File: src/rtl/mide_pkg.sv
// Shared types and constants for the UART memory loader.
package mide_pkg;

  typedef enum logic [2:0] {
    S_IDLE,
    S_ADDR,
    S_LEN,
    S_DATA,
    S_CHK
  } loader_state_t;

  localparam logic [7:0]  SYNC_BYTE_DEF  = 8'hA5;
  localparam int unsigned ADDR_LEN_BYTES = 4;
  localparam int unsigned LEN_BYTES      = 2;
  localparam int unsigned ADDR_RAW_W     = ADDR_LEN_BYTES * 8;
  localparam int unsigned LEN_W          = LEN_BYTES * 8;

endpackage

File: src/rtl/uart_mem_loader_if.sv
// Serial input and memory write port of the loader, plus its status flags.
interface uart_mem_loader_if #(
  parameter int unsigned ADDR_W = 32
);
  logic              rx;
  logic              mem_we;
  logic [ADDR_W-1:0] mem_addr;
  logic [7:0]        mem_wdata;
  logic              cpu_hold;
  logic              busy;
  logic              load_done;
  logic              load_err;

  modport master (
    input  rx,
    output mem_we, mem_addr, mem_wdata, cpu_hold, busy, load_done, load_err
  );

  modport slave (
    output rx,
    input  mem_we, mem_addr, mem_wdata, cpu_hold, busy, load_done, load_err
  );
endinterface

File: src/rtl/uart_rx.sv
// 8N1 UART receiver working on an already-synchronised line.
module uart_rx #(
  parameter int unsigned CLKS_PER_BIT = 434
) (
  input  logic       clk,
  input  logic       rst,
  input  logic       rx_sync,
  output logic       byte_valid,
  output logic [7:0] rx_byte,
  output logic       frame_err
);

  localparam int unsigned CNT_W = $clog2(CLKS_PER_BIT);
  localparam int unsigned HALF  = CLKS_PER_BIT / 2;

  typedef enum logic [1:0] {RX_IDLE, RX_START, RX_DATA, RX_STOP} rx_state_t;

  rx_state_t        st_q, st_d;
  logic [CNT_W-1:0] cnt_q, cnt_d;
  logic [2:0]       bit_q, bit_d;
  logic [7:0]       sh_q, sh_d;
  logic             prev_q;
  logic             valid_d;
  logic [7:0]       byte_d;
  logic             ferr_d;

  always_ff @(posedge clk or posedge rst) begin
    if (rst) begin
      st_q       <= RX_IDLE;
      cnt_q      <= '0;
      bit_q      <= '0;
      sh_q       <= '0;
      prev_q     <= 1'b1;
      byte_valid <= 1'b0;
      rx_byte    <= '0;
      frame_err  <= 1'b0;
    end else begin
      st_q       <= st_d;
      cnt_q      <= cnt_d;
      bit_q      <= bit_d;
      sh_q       <= sh_d;
      prev_q     <= rx_sync;
      byte_valid <= valid_d;
      rx_byte    <= byte_d;
      frame_err  <= ferr_d;
    end
  end

  // Only a true high-to-low edge arms a start, so a low stop bit cannot re-trigger.
  always_comb begin
    st_d    = st_q;
    cnt_d   = cnt_q + CNT_W'(1);
    bit_d   = bit_q;
    sh_d    = sh_q;
    valid_d = 1'b0;
    byte_d  = rx_byte;
    ferr_d  = frame_err;
    case (st_q)
      RX_IDLE: begin
        cnt_d = '0;
        if (prev_q && !rx_sync) st_d = RX_START;
      end
      RX_START: begin
        if (cnt_q == CNT_W'(HALF - 1)) begin
          cnt_d = '0;
          bit_d = '0;
          st_d  = rx_sync ? RX_IDLE : RX_DATA;
        end
      end
      RX_DATA: begin
        if (cnt_q == CNT_W'(CLKS_PER_BIT - 1)) begin
          cnt_d = '0;
          sh_d  = {rx_sync, sh_q[7:1]};
          bit_d = bit_q + 3'd1;
          if (bit_q == 3'd7) st_d = RX_STOP;
        end
      end
      RX_STOP: begin
        if (cnt_q == CNT_W'(CLKS_PER_BIT - 1)) begin
          cnt_d   = '0;
          valid_d = 1'b1;
          byte_d  = sh_q;
          ferr_d  = !rx_sync;
          st_d    = RX_IDLE;
        end
      end
      default: st_d = RX_IDLE;
    endcase
  end

endmodule

File: src/rtl/uart_mem_loader.sv
// Decodes SYNC/ADDR/LEN/data/CHK frames from a UART line into byte writes to data memory.
module uart_mem_loader
  import mide_pkg::*;
#(
  parameter int unsigned CLKS_PER_BIT = 434,
  parameter int unsigned ADDR_W       = 32,
  parameter logic [7:0]  SYNC_BYTE    = SYNC_BYTE_DEF
) (
  input  logic               clk,
  input  logic               rst,
  uart_mem_loader_if.master  bus
);

  logic [1:0] rx_sync_q;
  logic       rx_valid;
  logic [7:0] rx_byte;
  logic       rx_ferr;

  loader_state_t         state_q, state_d;
  logic [ADDR_RAW_W-1:0] addr_q, addr_d;
  logic [LEN_W-1:0]      len_q, len_d;
  logic [LEN_W-1:0]      cnt_q, cnt_d;
  logic [7:0]            chk_q, chk_d;

  logic              mem_we_q, mem_we_d;
  logic [ADDR_W-1:0] mem_addr_q, mem_addr_d;
  logic [7:0]        mem_wdata_q, mem_wdata_d;
  logic              cpu_hold_q, cpu_hold_d;
  logic              busy_q, busy_d;
  logic              load_done_q, load_done_d;
  logic              load_err_q, load_err_d;

  // Two-flop synchroniser; idles high like the line.
  always_ff @(posedge clk or posedge rst) begin
    if (rst) rx_sync_q <= 2'b11;
    else     rx_sync_q <= {rx_sync_q[0], bus.rx};
  end

  uart_rx #(.CLKS_PER_BIT(CLKS_PER_BIT)) u_rx (
    .clk        (clk),
    .rst        (rst),
    .rx_sync    (rx_sync_q[1]),
    .byte_valid (rx_valid),
    .rx_byte    (rx_byte),
    .frame_err  (rx_ferr)
  );

  always_ff @(posedge clk or posedge rst) begin
    if (rst) begin
      state_q     <= S_IDLE;
      addr_q      <= '0;
      len_q       <= '0;
      cnt_q       <= '0;
      chk_q       <= '0;
      mem_we_q    <= 1'b0;
      mem_addr_q  <= '0;
      mem_wdata_q <= '0;
      cpu_hold_q  <= 1'b0;
      busy_q      <= 1'b0;
      load_done_q <= 1'b0;
      load_err_q  <= 1'b0;
    end else begin
      state_q     <= state_d;
      addr_q      <= addr_d;
      len_q       <= len_d;
      cnt_q       <= cnt_d;
      chk_q       <= chk_d;
      mem_we_q    <= mem_we_d;
      mem_addr_q  <= mem_addr_d;
      mem_wdata_q <= mem_wdata_d;
      cpu_hold_q  <= cpu_hold_d;
      busy_q      <= busy_d;
      load_done_q <= load_done_d;
      load_err_q  <= load_err_d;
    end
  end

  // Frame decoder: multi-byte fields shift in from the top so they land little-endian.
  always_comb begin
    state_d     = state_q;
    addr_d      = addr_q;
    len_d       = len_q;
    cnt_d       = cnt_q;
    chk_d       = chk_q;
    mem_we_d    = 1'b0;
    mem_addr_d  = mem_addr_q;
    mem_wdata_d = mem_wdata_q;
    cpu_hold_d  = cpu_hold_q;
    load_done_d = 1'b0;
    load_err_d  = load_err_q;
    if (rx_valid) begin
      if (state_q != S_IDLE && rx_ferr) begin
        state_d    = S_IDLE;
        cpu_hold_d = 1'b0;
        load_err_d = 1'b1;
      end else begin
        case (state_q)
          S_IDLE: begin
            if (rx_byte == SYNC_BYTE && !rx_ferr) begin
              state_d    = S_ADDR;
              cpu_hold_d = 1'b1;
              load_err_d = 1'b0;
              chk_d      = '0;
              cnt_d      = '0;
            end
          end
          S_ADDR: begin
            addr_d = {rx_byte, addr_q[ADDR_RAW_W-1:8]};
            chk_d  = chk_q ^ rx_byte;
            if (cnt_q == LEN_W'(ADDR_LEN_BYTES - 1)) begin
              cnt_d   = '0;
              state_d = S_LEN;
            end else begin
              cnt_d = cnt_q + LEN_W'(1);
            end
          end
          S_LEN: begin
            len_d = {rx_byte, len_q[LEN_W-1:8]};
            chk_d = chk_q ^ rx_byte;
            if (cnt_q == LEN_W'(LEN_BYTES - 1)) begin
              cnt_d   = '0;
              state_d = (len_d == '0) ? S_CHK : S_DATA;
            end else begin
              cnt_d = cnt_q + LEN_W'(1);
            end
          end
          S_DATA: begin
            mem_we_d    = 1'b1;
            mem_addr_d  = ADDR_W'(addr_q) + ADDR_W'(cnt_q);
            mem_wdata_d = rx_byte;
            chk_d       = chk_q ^ rx_byte;
            cnt_d       = cnt_q + LEN_W'(1);
            if (cnt_q == len_q - LEN_W'(1)) state_d = S_CHK;
          end
          S_CHK: begin
            if (rx_byte == chk_q) load_done_d = 1'b1;
            else                  load_err_d  = 1'b1;
            cpu_hold_d = 1'b0;
            state_d    = S_IDLE;
          end
          default: state_d = S_IDLE;
        endcase
      end
    end
    busy_d = (state_d != S_IDLE);
  end

  assign bus.mem_we    = mem_we_q;
  assign bus.mem_addr  = mem_addr_q;
  assign bus.mem_wdata = mem_wdata_q;
  assign bus.cpu_hold  = cpu_hold_q;
  assign bus.busy      = busy_q;
  assign bus.load_done = load_done_q;
  assign bus.load_err  = load_err_q;

endmodule

File: src/flat_wrapper.sv
// flat-port wrapper written by rule: the top's interface ports become plain ports
module uart_mem_loader_flat import mide_pkg::*;
#(
  parameter int unsigned CLKS_PER_BIT = 434,
  parameter int unsigned ADDR_W       = 32,
  parameter logic [7:0]  SYNC_BYTE    = SYNC_BYTE_DEF
)
  (clk, rst, bus_rx, bus_mem_we, bus_mem_addr, bus_mem_wdata, bus_cpu_hold, bus_busy, bus_load_done, bus_load_err);
  uart_mem_loader_if #(.ADDR_W(ADDR_W)) bus_i ();
  input  logic clk;
  input  logic rst;
  input wire logic [$bits(bus_i.rx)-1:0] bus_rx;
  output wire logic [$bits(bus_i.mem_we)-1:0] bus_mem_we;
  output wire logic [$bits(bus_i.mem_addr)-1:0] bus_mem_addr;
  output wire logic [$bits(bus_i.mem_wdata)-1:0] bus_mem_wdata;
  output wire logic [$bits(bus_i.cpu_hold)-1:0] bus_cpu_hold;
  output wire logic [$bits(bus_i.busy)-1:0] bus_busy;
  output wire logic [$bits(bus_i.load_done)-1:0] bus_load_done;
  output wire logic [$bits(bus_i.load_err)-1:0] bus_load_err;
  assign bus_i.rx = bus_rx;
  assign bus_mem_we = bus_i.mem_we;
  assign bus_mem_addr = bus_i.mem_addr;
  assign bus_mem_wdata = bus_i.mem_wdata;
  assign bus_cpu_hold = bus_i.cpu_hold;
  assign bus_busy = bus_i.busy;
  assign bus_load_done = bus_i.load_done;
  assign bus_load_err = bus_i.load_err;
  uart_mem_loader #(.CLKS_PER_BIT(CLKS_PER_BIT), .ADDR_W(ADDR_W), .SYNC_BYTE(SYNC_BYTE)) u_core (.clk(clk), .rst(rst), .bus(bus_i));
endmodule
File: config.mk
export PLATFORM = sky130hd
export DESIGN_NAME = uart_mem_loader_flat
export DESIGN_NICKNAME = d
export VERILOG_FILES = /design/src/rtl/mide_pkg.sv /design/src/rtl/uart_mem_loader_if.sv /design/src/rtl/uart_rx.sv /design/src/rtl/uart_mem_loader.sv /design/src/flat_wrapper.sv
export SDC_FILE = /design/constraint.sdc
export NUM_CORES = 1
export LEC_CHECK = 0
export ABC_AREA = 1
export BUFFER_PORTS_ARGS = -buffer_cell sky130_fd_sc_hd__buf_2
export CORE_UTILIZATION = 62
export DETAILED_ROUTE_END_ITERATION = 10
export PLACE_DENSITY_LB_ADDON = 0.3
export SLEW_MARGIN = 20
export SYNTH_ARGS = -nofsm -noshare
export SYNTH_HDL_FRONTEND = slang
export SYNTH_HIERARCHICAL = 1
export SYNTH_SLANG_ARGS = --single-unit
File: constraint.sdc
create_clock -name clk -period 4.85 [get_ports clk]
set_clock_uncertainty 0.05 [all_clocks]
set_input_delay 0.485 -clock clk [delete_from_list [all_inputs] [get_ports clk]]
set_output_delay 0.485 -clock clk [all_outputs]
set_load 0.01 [all_outputs]
==> results.yml <==
drt:
  first_pass_iters: 5
  vias: 7346
  detail_route.iter0.violations: 660
  routed_via_density: 5.638
  totalWireLength_um: 19920
  wire_per_inst_um: 15.29
  drcViolationCount: 0
  antenna_left: 0
cts:
  cts_sinks: 155
  post_cts_buffers: 0
  root_buffer: "clkbuf_16"
  cts_made_buffers: 17
  cts_resized: 0
  clockBufferDepth: 2
  cts-htree-levels: 4
  path_clk_slew_ns: 0.06
  cts_hold_repair.buffers: 0
  cts_tree: "done"
  clk_latency_ns: 0.43
floorplanning:
  rows: 42
  floorplan.core_area_um2: 13350
  io_pins: 48
  die_w_um: 119.5
  start_util: 0.6413
  die_y_um: 119.5
  fp.dieArea_um2: 14280
yosys:
  ys_types: 50
  synth_fp_nets: 1093
  synth_seq_area_share: 0.4536
  synth_top_family_by_area: "simple AND/OR/NAND/NOR gates"
  synth-edff-count: 0
  yosys.area_share.xor_xnor: 0.03172
  yosys-top-cells-area: "dfrtp_1 (44%), nand2_1 (12%), inv_1 (5.0%)"
  yosys_register_bits: 155
  synth_fa_ha_area_frac: 0.03742
  synth_area_leader_cell: "dfrtp_1"
  synth_commonest_cells: "nand2_1 (281), dfrtp_1 (152), inv_1 (114)"
  syn-cell-area_um2: 8559
  synth_compound_area_frac: 0.1054
  synth-simple-area-share: 0.2815
  synth_top_area_share: 0.4444
  synth_area_per_cell_um2: 8.037
  synth-warning-count: 6
  synth_ff_type: "dfrtp_1"
  synthArstFlopShare: 1.000
  yosysMostFrequentCell: "nand2_1"
  muxShareOfSynthArea: 0.02456
  synth_cells: 1065
worst_setup_path:
  slowest_delay_ns: 0.45
  crit_fanout: 7
  worstPathCellList: "ha_1, inv_1, fa_1, inv_1, nand2_1, o21ai_2, a21oi_1, o21ai_2, nand2_1, nand2_1, nand3_1, inv_1, nand2_1, nand2_1, nand3_1, nand2_1"
  cp-start-kind: "flop"
  required_ns: 5.17
  slowest_stage: "dfrtp_1"
  critical-path-top-delay-family: "simple AND/OR/NAND/NOR gates"
  r2r_cells: 16
  rr_startpoint: "u_core/cnt_q[0]"
  r2r_end: "u_core/bus.mem_addr[30]"
  rrSetupSlack_ns: 2.16
  critPathBufInv: 3
  crit_top_cell: "nand2_1"
  endpoint_kind: "flop"
  crit_arrival_ns: 3.01
  critical_path_class: "flop to flop"
placement:
  place_ws_ns: 2.228
  dp_hpwl_um: 14120
  port_buffers: 47
  routabilityCongestion: 0.9702
timing:
  finalHoldViolCount: 0
  post-route-period-util: 0.5547
  rsz0062_at_grt: "no"
  finalSetupTns_ns: 0
  relSlewSlack: 0.3537
  slew_violations: 0
  period_minus_slack_ns: 2.690
  timing.final.ws_setup_ns: 2.160
  finalSetupViolations: 0
  max_freq_mhz: 371.7
  worst_pin_slew_ns: 0.9670
finish:
  drive_above_1_share: 0.1340
  syn_to_final_growth_pct: 10.93
  diodes: 0
  nets: 1142
power:
  peakVddDrop_uv: 369.8
  cellPowerDensity_nw_per_um2: 289.0
  leakage_nw: 4.838
grt:
  gr-total-overflow: 0
  grt_pass1_wl_um: 33210
  grt_pass1_vias: 6971
  grt_util_all_layers: 0.2964
  antenna_found_initial: 0
  grt_max_degree: 86
hold_path:
  min_path_cells: 1
  whs_endpoint: "u_core/rx_sync_q[0]"
  hp-start: "bus_rx"
  hold_path.class: "input port to flop"
run:
  cap_violations: 0
outcome:
  status: "complete, no violations"
metrics by stage:
| step | util | power [W] | cells | area [um^2] | hold slack, ns |
|---|---|---|---|---|---|
| 2_1_floorplan | - | 0.001497 | 1065 | 8559 | 0.2952 |
| 3_3_place_gp | 0.6701 | 0.001531 | 1271 | 8945 | 0.2981 |
| 3_5_place_dp | 0.6701 | 0.001537 | 1271 | 8945 | 0.2998 |
| 4_1_cts | 0.7112 | 0.002766 | 1303 | 9493 | 0.08527 |
| 5_1_grt | 0.7114 | 0.002840 | 1303 | 9495 | 0.08776 |
| 6_report | 0.7114 | 0.002745 | 1303 | 9495 | 0.09935 |
routing by layer:
layer / track usage / wire [um] / share of wire
met1: 0.3773 / 8442 / 0.42
met4: 0.1133 / 509 / 0.026
met3: 0.05941 / 1059 / 0.053
met5: 0 / 0 / 0
met2: 0.4993 / 9907 / 0.50
area by class of cell:
class | instances | area, um^2
multi-input cells | 767 | 4116
flip-flops and latches | 155 | 3882
fillers | 1051 | 3852
inverters | 122 | 462.9
clock buffers | 21 | 460.4
repair buffers | 51 | 265.3
well taps | 176 | 220.2
clock inverters | 11 | 87.58
registers in the layout (all words and copies together), names as in the netlist, 8 cells and up, named ones only:
| signal | count |
|---|---|
| u_core/addr_q | 32 |
| u_core/u_rx/rx_byte | 8 |
| u_core/bus.mem_wdata | 8 |
| u_core/cnt_q | 16 |
| u_core/u_rx/sh_q | 8 |
| u_core/u_rx/cnt_q | 9 |
| u_core/len_q | 16 |
| u_core/bus.mem_addr | 32 |
| u_core/chk_q | 8 |
how the worst max path moves through the flow:
stage                               to  cells past startpoint  slack [ns]            start
2_1_floorplan         u_core/addr_q[0]                      1        1.08              rst
3_3_place_gp   u_core/bus.mem_addr[20]                     15        2.30  u_core/cnt_q[0]
3_5_place_dp   u_core/bus.mem_addr[28]                     15        2.23  u_core/cnt_q[0]
4_1_cts        u_core/bus.mem_addr[30]                     16        2.21  u_core/cnt_q[0]
5_1_grt        u_core/bus.mem_addr[30]                     16        1.98  u_core/cnt_q[0]
6_report       u_core/bus.mem_addr[30]                     16        2.16  u_core/cnt_q[0]
worst register-to-register path: stages (launching register included):
cell and delay (ns):
dfrtp_1 0.45, ha_1 0.21, inv_1 0.05, fa_1 0.39, inv_1 0.09, nand2_1 0.08, o21ai_2 0.15, a21oi_1 0.12
o21ai_2 0.19, nand2_1 0.09, nand2_1 0.17, nand3_1 0.15, inv_1 0.14, nand2_1 0.08, nand2_1 0.08, nand3_1 0.07
nand2_1 0.07
logic make-up (layout without fill, tap and decap cells):
| family | Yosys count | count (layout) |
|---|---|---|
| mux | 17 | 17 |
| xor+xnor | 31 | 31 |
| buf+inv | 143 | 205 |
| simple gates | 529 | 529 |
| compound gates | 165 | 165 |
| flops | 155 | 155 |
| fa+ha+maj | 25 | 25 |
power by group:
part           internal [W]  total, W  switching [W]  leakage (nW)
clock network      0.000687   0.00123       0.000541         0.262
registers           0.00132   0.00134      0.0000255          2.15
logic             0.0000466  0.000175       0.000128          2.43
total               0.00205   0.00274       0.000695          4.84
cells in the final DEF, fill, tap and decap left out, drive strengths merged, types with 7 or more instances in the layout:
cell type,n
a21oi,47
a31oi,14
buf,51
clkbuf,21
dfrtp,152
ha,24
inv,125
mux2,17
nand2,290
nand3,56
nand4,14
nor2,123
nor3,23
nor4,7
o21ai,86
xnor2,15
xor2,16
Note: power is estimated with default switching activity, not from simulation.
